File: src/rtl/imm_encoder_if.sv
// imm_encoder_if: bundles the input fields, the valid/ready handshakes and the
// registered outputs of imm_encoder.
//   master : the producer of fields and consumer of words (loader / bench)
//   slave  : the encoder itself
// Fields in : in_valid, fmt, opcode, rd, rs1, rs2, funct3, funct7, imm, out_ready
// Fields out: in_ready, out_valid, instr, imm_err, out_addr, err_count
interface imm_encoder_if #(
  parameter int ADDR_WIDTH = 10
);
  logic                  in_valid;
  logic                  in_ready;
  logic [2:0]            fmt;
  logic [6:0]            opcode;
  logic [4:0]            rd;
  logic [4:0]            rs1;
  logic [4:0]            rs2;
  logic [2:0]            funct3;
  logic [6:0]            funct7;
  logic [31:0]           imm;
  logic                  out_valid;
  logic                  out_ready;
  logic [31:0]           instr;
  logic                  imm_err;
  logic [ADDR_WIDTH-1:0] out_addr;
  logic [7:0]            err_count;

  modport master (
    output in_valid, fmt, opcode, rd, rs1, rs2, funct3, funct7, imm, out_ready,
    input  in_ready, out_valid, instr, imm_err, out_addr, err_count
  );

  modport slave (
    input  in_valid, fmt, opcode, rd, rs1, rs2, funct3, funct7, imm, out_ready,
    output in_ready, out_valid, instr, imm_err, out_addr, err_count
  );
endinterface

File: src/rtl/imm_encoder.sv
// imm_encoder: packs RV32I instruction fields and a full 32-bit immediate into
// an instruction word, flagging immediates the chosen format cannot represent.
// One-deep registered output stage with valid/ready, a word-address counter
// and a saturating count of errored words.
// Ports:
//   CLK    : clock, rising edge
//   RESET  : asynchronous active-low reset
//   clear  : synchronous clear of out_addr (to BASE_ADDR) and err_count
//   bus    : imm_encoder_if.slave (fields in, encoded word out)
module imm_encoder #(
  parameter int                    ADDR_WIDTH = 10,
  parameter logic [ADDR_WIDTH-1:0] BASE_ADDR  = '0
) (
  input  logic          CLK,
  input  logic          RESET,
  input  logic          clear,
  imm_encoder_if.slave  bus
);

  localparam logic [2:0] FMT_R = 3'd0;
  localparam logic [2:0] FMT_I = 3'd1;
  localparam logic [2:0] FMT_S = 3'd2;
  localparam logic [2:0] FMT_B = 3'd3;
  localparam logic [2:0] FMT_U = 3'd4;
  localparam logic [2:0] FMT_J = 3'd5;

  // Returns {imm_err, instr}. Out-of-range immediates still encode the
  // truncated bits so the word is inspectable; reserved formats give zero.
  function automatic logic [32:0] encode(
    input logic [2:0]  fmt,
    input logic [6:0]  opcode,
    input logic [4:0]  rd,
    input logic [4:0]  rs1,
    input logic [4:0]  rs2,
    input logic [2:0]  funct3,
    input logic [6:0]  funct7,
    input logic [31:0] imm
  );
    logic [31:0] w;
    logic        err;
    w   = 32'h0000_0000;
    err = 1'b0;
    case (fmt)
      FMT_R: begin
        w   = {funct7, rs2, rs1, funct3, rd, opcode};
        err = 1'b0;
      end
      FMT_I: begin
        w   = {imm[11:0], rs1, funct3, rd, opcode};
        err = ~((&imm[31:11]) | ~(|imm[31:11]));
      end
      FMT_S: begin
        w   = {imm[11:5], rs2, rs1, funct3, imm[4:0], opcode};
        err = ~((&imm[31:11]) | ~(|imm[31:11]));
      end
      FMT_B: begin
        w   = {imm[12], imm[10:5], rs2, rs1, funct3, imm[4:1], imm[11], opcode};
        err = ~((&imm[31:12]) | ~(|imm[31:12])) | imm[0];
      end
      FMT_U: begin
        w   = {imm[31:12], rd, opcode};
        err = |imm[11:0];
      end
      FMT_J: begin
        w   = {imm[20], imm[10:1], imm[11], imm[19:12], rd, opcode};
        err = ~((&imm[31:20]) | ~(|imm[31:20])) | imm[0];
      end
      default: begin
        w   = 32'h0000_0000;
        err = 1'b1;
      end
    endcase
    return {err, w};
  endfunction

  logic                  out_valid_q, out_valid_d;
  logic [31:0]           instr_q, instr_d;
  logic                  imm_err_q, imm_err_d;
  logic [ADDR_WIDTH-1:0] out_addr_q, out_addr_d;
  logic [7:0]            err_count_q, err_count_d;
  logic                  in_ready_s;
  logic                  accept_s;
  logic                  emit_s;
  logic [32:0]           enc_s;

  // Handshake decode and combinational encode of the presented fields.
  always_comb begin
    in_ready_s = ~out_valid_q | bus.out_ready;
    accept_s   = bus.in_valid & in_ready_s;
    emit_s     = out_valid_q & bus.out_ready;
    enc_s      = encode(bus.fmt, bus.opcode, bus.rd, bus.rs1, bus.rs2,
                        bus.funct3, bus.funct7, bus.imm);
  end

  // Next-state for the output stage and counters; clear overrides the
  // address increment of a simultaneous emit.
  always_comb begin
    out_valid_d = out_valid_q;
    instr_d     = instr_q;
    imm_err_d   = imm_err_q;
    out_addr_d  = out_addr_q;
    err_count_d = err_count_q;

    if (accept_s) begin
      out_valid_d = 1'b1;
      instr_d     = enc_s[31:0];
      imm_err_d   = enc_s[32];
    end else if (emit_s) begin
      out_valid_d = 1'b0;
    end else begin
      out_valid_d = out_valid_q;
    end

    if (clear) begin
      out_addr_d  = BASE_ADDR;
      err_count_d = 8'h00;
    end else if (emit_s) begin
      out_addr_d = out_addr_q + {{(ADDR_WIDTH-1){1'b0}}, 1'b1};
      if (imm_err_q && (err_count_q != 8'hFF)) begin
        err_count_d = err_count_q + 8'h01;
      end else begin
        err_count_d = err_count_q;
      end
    end else begin
      out_addr_d  = out_addr_q;
      err_count_d = err_count_q;
    end
  end

  // Output stage and counter registers.
  always_ff @(posedge CLK or negedge RESET) begin
    if (!RESET) begin
      out_valid_q <= 1'b0;
      instr_q     <= 32'h0000_0000;
      imm_err_q   <= 1'b0;
      out_addr_q  <= BASE_ADDR;
      err_count_q <= 8'h00;
    end else begin
      out_valid_q <= out_valid_d;
      instr_q     <= instr_d;
      imm_err_q   <= imm_err_d;
      out_addr_q  <= out_addr_d;
      err_count_q <= err_count_d;
    end
  end

  assign bus.in_ready  = in_ready_s;
  assign bus.out_valid = out_valid_q;
  assign bus.instr     = instr_q;
  assign bus.imm_err   = imm_err_q;
  assign bus.out_addr  = out_addr_q;
  assign bus.err_count = err_count_q;

endmodule
File: src/flat_wrapper.sv
// flat-port wrapper written by rule: the top's interface ports become plain ports
module imm_encoder_flat 
#(
  parameter int                    ADDR_WIDTH = 10,
  parameter logic [ADDR_WIDTH-1:0] BASE_ADDR  = '0
)
  (CLK, RESET, clear, bus_in_valid, bus_fmt, bus_opcode, bus_rd, bus_rs1, bus_rs2, bus_funct3, bus_funct7, bus_imm, bus_out_ready, bus_in_ready, bus_out_valid, bus_instr, bus_imm_err, bus_out_addr, bus_err_count);
  imm_encoder_if #(.ADDR_WIDTH(ADDR_WIDTH)) bus_i ();
  input  logic CLK;
  input  logic RESET;
  input  logic clear;
  input wire logic [$bits(bus_i.in_valid)-1:0] bus_in_valid;
  input wire logic [$bits(bus_i.fmt)-1:0] bus_fmt;
  input wire logic [$bits(bus_i.opcode)-1:0] bus_opcode;
  input wire logic [$bits(bus_i.rd)-1:0] bus_rd;
  input wire logic [$bits(bus_i.rs1)-1:0] bus_rs1;
  input wire logic [$bits(bus_i.rs2)-1:0] bus_rs2;
  input wire logic [$bits(bus_i.funct3)-1:0] bus_funct3;
  input wire logic [$bits(bus_i.funct7)-1:0] bus_funct7;
  input wire logic [$bits(bus_i.imm)-1:0] bus_imm;
  input wire logic [$bits(bus_i.out_ready)-1:0] bus_out_ready;
  output wire logic [$bits(bus_i.in_ready)-1:0] bus_in_ready;
  output wire logic [$bits(bus_i.out_valid)-1:0] bus_out_valid;
  output wire logic [$bits(bus_i.instr)-1:0] bus_instr;
  output wire logic [$bits(bus_i.imm_err)-1:0] bus_imm_err;
  output wire logic [$bits(bus_i.out_addr)-1:0] bus_out_addr;
  output wire logic [$bits(bus_i.err_count)-1:0] bus_err_count;
  assign bus_i.in_valid = bus_in_valid;
  assign bus_i.fmt = bus_fmt;
  assign bus_i.opcode = bus_opcode;
  assign bus_i.rd = bus_rd;
  assign bus_i.rs1 = bus_rs1;
  assign bus_i.rs2 = bus_rs2;
  assign bus_i.funct3 = bus_funct3;
  assign bus_i.funct7 = bus_funct7;
  assign bus_i.imm = bus_imm;
  assign bus_i.out_ready = bus_out_ready;
  assign bus_in_ready = bus_i.in_ready;
  assign bus_out_valid = bus_i.out_valid;
  assign bus_instr = bus_i.instr;
  assign bus_imm_err = bus_i.imm_err;
  assign bus_out_addr = bus_i.out_addr;
  assign bus_err_count = bus_i.err_count;
  imm_encoder #(.ADDR_WIDTH(ADDR_WIDTH), .BASE_ADDR(BASE_ADDR)) u_core (.CLK(CLK), .RESET(RESET), .clear(clear), .bus(bus_i));
endmodule
File: config.mk
export PLATFORM = sky130hd
export DESIGN_NAME = imm_encoder_flat
export DESIGN_NICKNAME = d
export VERILOG_FILES = /design/src/rtl/imm_encoder_if.sv /design/src/rtl/imm_encoder.sv /design/src/flat_wrapper.sv
export SDC_FILE = /design/constraint.sdc
export NUM_CORES = 1
export LEC_CHECK = 0
export ABC_AREA = 1
export CAP_MARGIN = 20
export CORE_MARGIN = 4
export CORE_UTILIZATION = 46
export CTS_CLUSTER_SIZE = 25
export DETAILED_ROUTE_END_ITERATION = 10
export PLACE_DENSITY_LB_ADDON = 0.15
export SLEW_MARGIN = 20
export SYNTH_ARGS = -nofsm -noshare
export SYNTH_HDL_FRONTEND = slang
export SYNTH_SLANG_ARGS = --single-unit
export TNS_END_PERCENT = 10
File: constraint.sdc
create_clock -name CLK -period 3.06 [get_ports CLK]
set_input_delay 0.612 -clock CLK [delete_from_list [all_inputs] [get_ports CLK]]
set_output_delay 0.612 -clock CLK [all_outputs]
set_load 0.02 [all_outputs]
# Yosys cells after proc, flatten, opt, wreduce, memory -nomap -nowiden
# Index checks and enable logic that the tools add are counted.
# word_totals
rom_bits	0
word_cells	51
latchBits	0
output_inout_bits	53
n_memories	0
mem_bits_rw	0
regBits	52
input_bits	72
# op_classes
magnitude_cmp	0
mul	0
bitwise_logic	15
muxes	9
n_reduce_logical	14
n_addsub	2
div_mod_pow	0
n_eq_ne	6
shift	0
# ops
cell	n
$pmux 32 s6	1
$mux 8	3
$reduce_or 12->1	2
$reduce_and 21->1	1
$reduce_or 21->1	1
$mux 10	2
$reduce_and 20->1	1
$reduce_or 20->1	1
$reduce_and 12->1	1
$add 10x1->10 const B	1
$add 8x1->8 const B	1
$ne 8x8->1 const B	1
$not 1->1	7
$eq 3x2->1 const B	2
$eq 3x3->1 const B	2
$or 1x1->1	6
$reduce_bool 2->1	3
$pmux 1 s5	1
$eq 3x1->1 const B	1
$logic_not 3->1	1
$and 1x1->1	2
$mux 1	2
$reduce_and 2->1	1
$reduce_or 2->1	1
$logic_and 1x1->1	1

# Depth between registers and ports, before layout
# depth
depth_word	6
depth_mapped	10
depth_no_buf	10

# Least setup slack after synthesis
# OpenSTA, ideal clock, no wires.
# synth_timing
path_kind	input port to flip-flop
startpoint	input bus_fmt[2]
endpoint	register u_core.instr_q[20], in the netlist u_core.bus.instr[20]
required_time_ns	2.927
path_buffers	1
setup_slack_ns	1.437
stages	7
t_arrival_ns	1.490
setup_time_ns	0.133
cell_sequence	buf_2 inv_1 nor2_4 inv_1 nor2_1 o31ai_1 o21ai_0
# synth_via
elab_chain_len	2
word_cells_on_any_way	7
classes_between	5 x eq/ne; 1 x mux; 1 x reduce/logical
# synth_lines
item	line_no	source
from (decl)	flat_wrapper.sv:13	input wire logic [$bits(bus_i.fmt)-1:0] bus_fmt;
$eq 3x3->1, or another cell as far along	imm_encoder.sv:43	case (fmt)
$pmux 32 s6 (*)	imm_encoder.sv:43	
to (signal assigned)	imm_encoder.sv:140	instr_q <= instr_d;
to (decl)	imm_encoder.sv:77	logic [31:0] instr_q, instr_d;
# Mark *: on every way between the ends. The rest lies on a longest branch, timed or not.
# A chain may end at the register's enable or synchronous reset.

# Worst setup path in the final report
# layout_timing
startpoint	input bus_out_ready
endpoint	output bus_in_ready
# layout_via
elab_chain_len	1
# layout_lines
item	line_no	source
from (decl)	flat_wrapper.sv:21	input wire logic [$bits(bus_i.out_ready)-1:0] bus_out_ready;
$or 1x1->1	imm_encoder.sv:88	in_ready_s = ~out_valid_q | bus.out_ready;
to (decl)	flat_wrapper.sv:22	output wire logic [$bits(bus_i.in_ready)-1:0] bus_in_ready;
# No other way between the ends.

==> results.md <==
- Worst reg2reg startpoint: u_core.bus.err_count[1]
- Synth Net Count: 471
- # setup viols final: 0
- Cts repair resizes: 0
- WP data arrival: 1.91 ns
- WS Path Type: primary input to output port
- Max Slew Vio Count: 0
- Mapped Area: 2958 um2
- Cell taking the most area after synthesis: dfrtp_1
- Port bufs: 124
- Setup TNS Final: 0 ns
- GRT Total Usage: 0.2218
- Sink Count: 52
- Grt met1 use: 0.2540
- Nature of the critical path startpoint: primary input
- Crit Path Max Fanout: 2
- Hold Crit Class: primary input to async pin
- Tot Pwr: 1.806 mW
- 1st-pass router iterations: 4
- FFs w/ async S/R, synth: 1.000
- Final GP Congestion: 0.8436
- Starting Density: 0.4852
- Final Hold Vio Count: 0
- Final min period: 2.519 ns
- Die height: 88.19 um
- Top-count cell post-synth: nand2_1
- RSZ-0062 raised after global routing: false
- Antenna violations before repair: 0
- WL final: 8512 um
- Hold buffer count at cts: 0
- Yosys warnings: 0
- Clock Skew: 0.003906 ns
- Worst Reg-to-Reg Cells: 9
- Synth-to-layout area growth: 48.52%
- H-tree depth: 2
- Yosys top cell area share: 0.4399
- Via count: 3,098
- Top Ports: 125
- Worst R2R End: u_core.bus.err_count[6]
- Status: finished, final reports clean
- Clk root buf: clkbuf_8
- CP required: 2.45 ns
- Post-synth top cells: 106 x nand2_1, 61 x nor2_1, 59 x inv_1
- Wire per inst: 14.16 um
- Global route total overflow: 0
- Grt met3 use: 0.05927
- TritonCTS Buffers: 5
- Cell area power density: 411.2 nW/um2
- Static Leak: 2.003 nW
- Via density: 5.155
- Main synth FF type: dfrtp_1
- First-pass GRT wire length: 13,650 um
- Max transition margin: 0.6805
- # rows: 28
- Synth Register Bits: 52
- Syn Inst Count: 397
- CTS tree: yes
- Minimum setup slack among reg-to-reg paths: 1.47 ns
- 1st-iter DRT viols: 116
- Final worst path period share: 0.8234
- Detailed Place HPWL: 6869 um
- Launch point of the worst path: bus_out_ready
- CTS clk-pin slew, worst paths: 0.09 ns
- Achievable Freq: 0.3969 GHz
- Area of the core: 6096 um2
- NumNets Final: 599
- Seq/Total Area, Yosys: 0.4399
- Post-synth cell types: 29
- Antenna-violating nets left: 0
- Vias in the first global route: 3,132
- Synth area leaders: dfrtp_1 44%, nand2_1 13%, nor2_1 7.7%, inv_1 7.5%, mux2_2 3.8%
- Mapped Avg Cell Area: 7.450 um2
- Die area: 7777 um2
- Share of layout cells above drive strength 1: 0.06464
- Fill cells: 491
- Worst slew pin tran: 0.4775 ns
- Number of max-cap violations: 0
- Worst skew pair latency: 0.30 ns
- Drt drc: 0
- EDFF count, synth: 0
- Worst IR Drop VDD: 0.2679 mV
- Largest net degree at the start of global routing: 27
- Die Wd: 88.19 um
- CP Capture Type: output port
- Postcts setup bufs: 0
- Busiest grt layer: met2
- GR Layer Usage met2: 0.3936
- Clk buf depth: 2
- Antenna diode count: 0
[sequential cells by signal (all words and copies together) (netlist names)]
signal,count
u_core.bus.out_addr,10
u_core.bus.instr,32
u_core.bus.out_valid,1
u_core.bus.imm_err,1
u_core.bus.err_count,8
[cell usage in the layout (no fill, tap or decap), types with 2 or more instances in the layout]
cell / netlist / layout
o21ai_1: 2 / 2
a21oi_1: 10 / 9
nand2_1: 106 / 106
ha_1: 2 / 2
o22ai_1: 3 / 3
mux2_2: 10 / 10
dfrtp_1: 52 / 52
o21ai_2: 2 / 2
nand4_1: 4 / 4
inv_1: 59 / 59
nand2_4: 2 / 2
clkdlybuf4s50_1: 0 / 123
o32ai_1: 5 / 5
a31oi_1: 4 / 4
o21ai_0: 21 / 21
buf_4: 0 / 5
a211oi_1: 2 / 2
nor2_1: 61 / 61
o31ai_1: 4 / 4
xor2_1: 3 / 3
clkbuf_8: 0 / 6
nor3_1: 2 / 2
o211ai_1: 7 / 7
nor2_4: 2 / 2
nand3_1: 21 / 21
[metal layers]
metal	wire, um	up-vias
met5	0	-
met2	4289	107
li1	-	1536
met1	3459	1437
met4	200	0
met3	563	18
[cell families (layout without fill, tap and decap cells)]
family          after synthesis  in the layout  share of synthesized area
simple gates                199            199                     0.2766
mux                          10             10                    0.03807
compound gates               63             63                     0.1375
flops                        52             52                     0.4399
xor+xnor                      3              3                   0.008885
fa+ha+maj                     2              2                   0.008459
buf+inv                      68            197                    0.09053
[metrics by stage]
step	utilization	std cells	worst slack (ns)	hold WS (ns)	area (um2)
after floorplan	-	397	1.437	0.3164	2958
after global placement	0.7053	593	0.5482	0.4021	4299
after detailed placement	0.7053	593	0.5297	0.4044	4299
after CTS	0.7206	601	0.5224	0.07195	4393
after global routing	0.7206	601	0.4782	0.05373	4393
final	0.7206	601	0.5405	0.07514	4393
[area by class of cell]
cell class                 instances  area [um2]  share of cell area
clock buffer                       7       86.33             0.01965
multi-input combinational        277        1400              0.3187
inverter                          60       230.2             0.05241
tap                               75       93.84             0.02136
timing repair buffer             129        1274              0.2899
clock inverter                     1       7.507            0.001709
sequential                        52        1301              0.2962
[critical path: stages]
cell	delay, ns
clkdlybuf4s50_1	0.50
inv_1	0.09
nand2_1	0.08
clkdlybuf4s50_1	0.62
[how the worst max path moves through the flow]
stage                     slack [ns]  depth (start not counted)              endpoint
final                           0.54                          4          bus_in_ready
after global routing            0.48                          4          bus_in_ready
after global placement          0.55                          4          bus_in_ready
after floorplan                 1.44                          7  u_core.bus.instr[20]
after detailed placement        0.53                          4          bus_in_ready
after CTS                       0.52                          4          bus_in_ready
[power by group]
| group | internal, mW | switching [mW] | leakage (nW) |
|---|---|---|---|
| Combinational | 0.291 | 0.290 | 1.29 |
| Clock | 0.184 | 0.226 | 0.0445 |
| Sequential | 0.763 | 0.0515 | 0.665 |
Power figures use the tool's default switching activity.
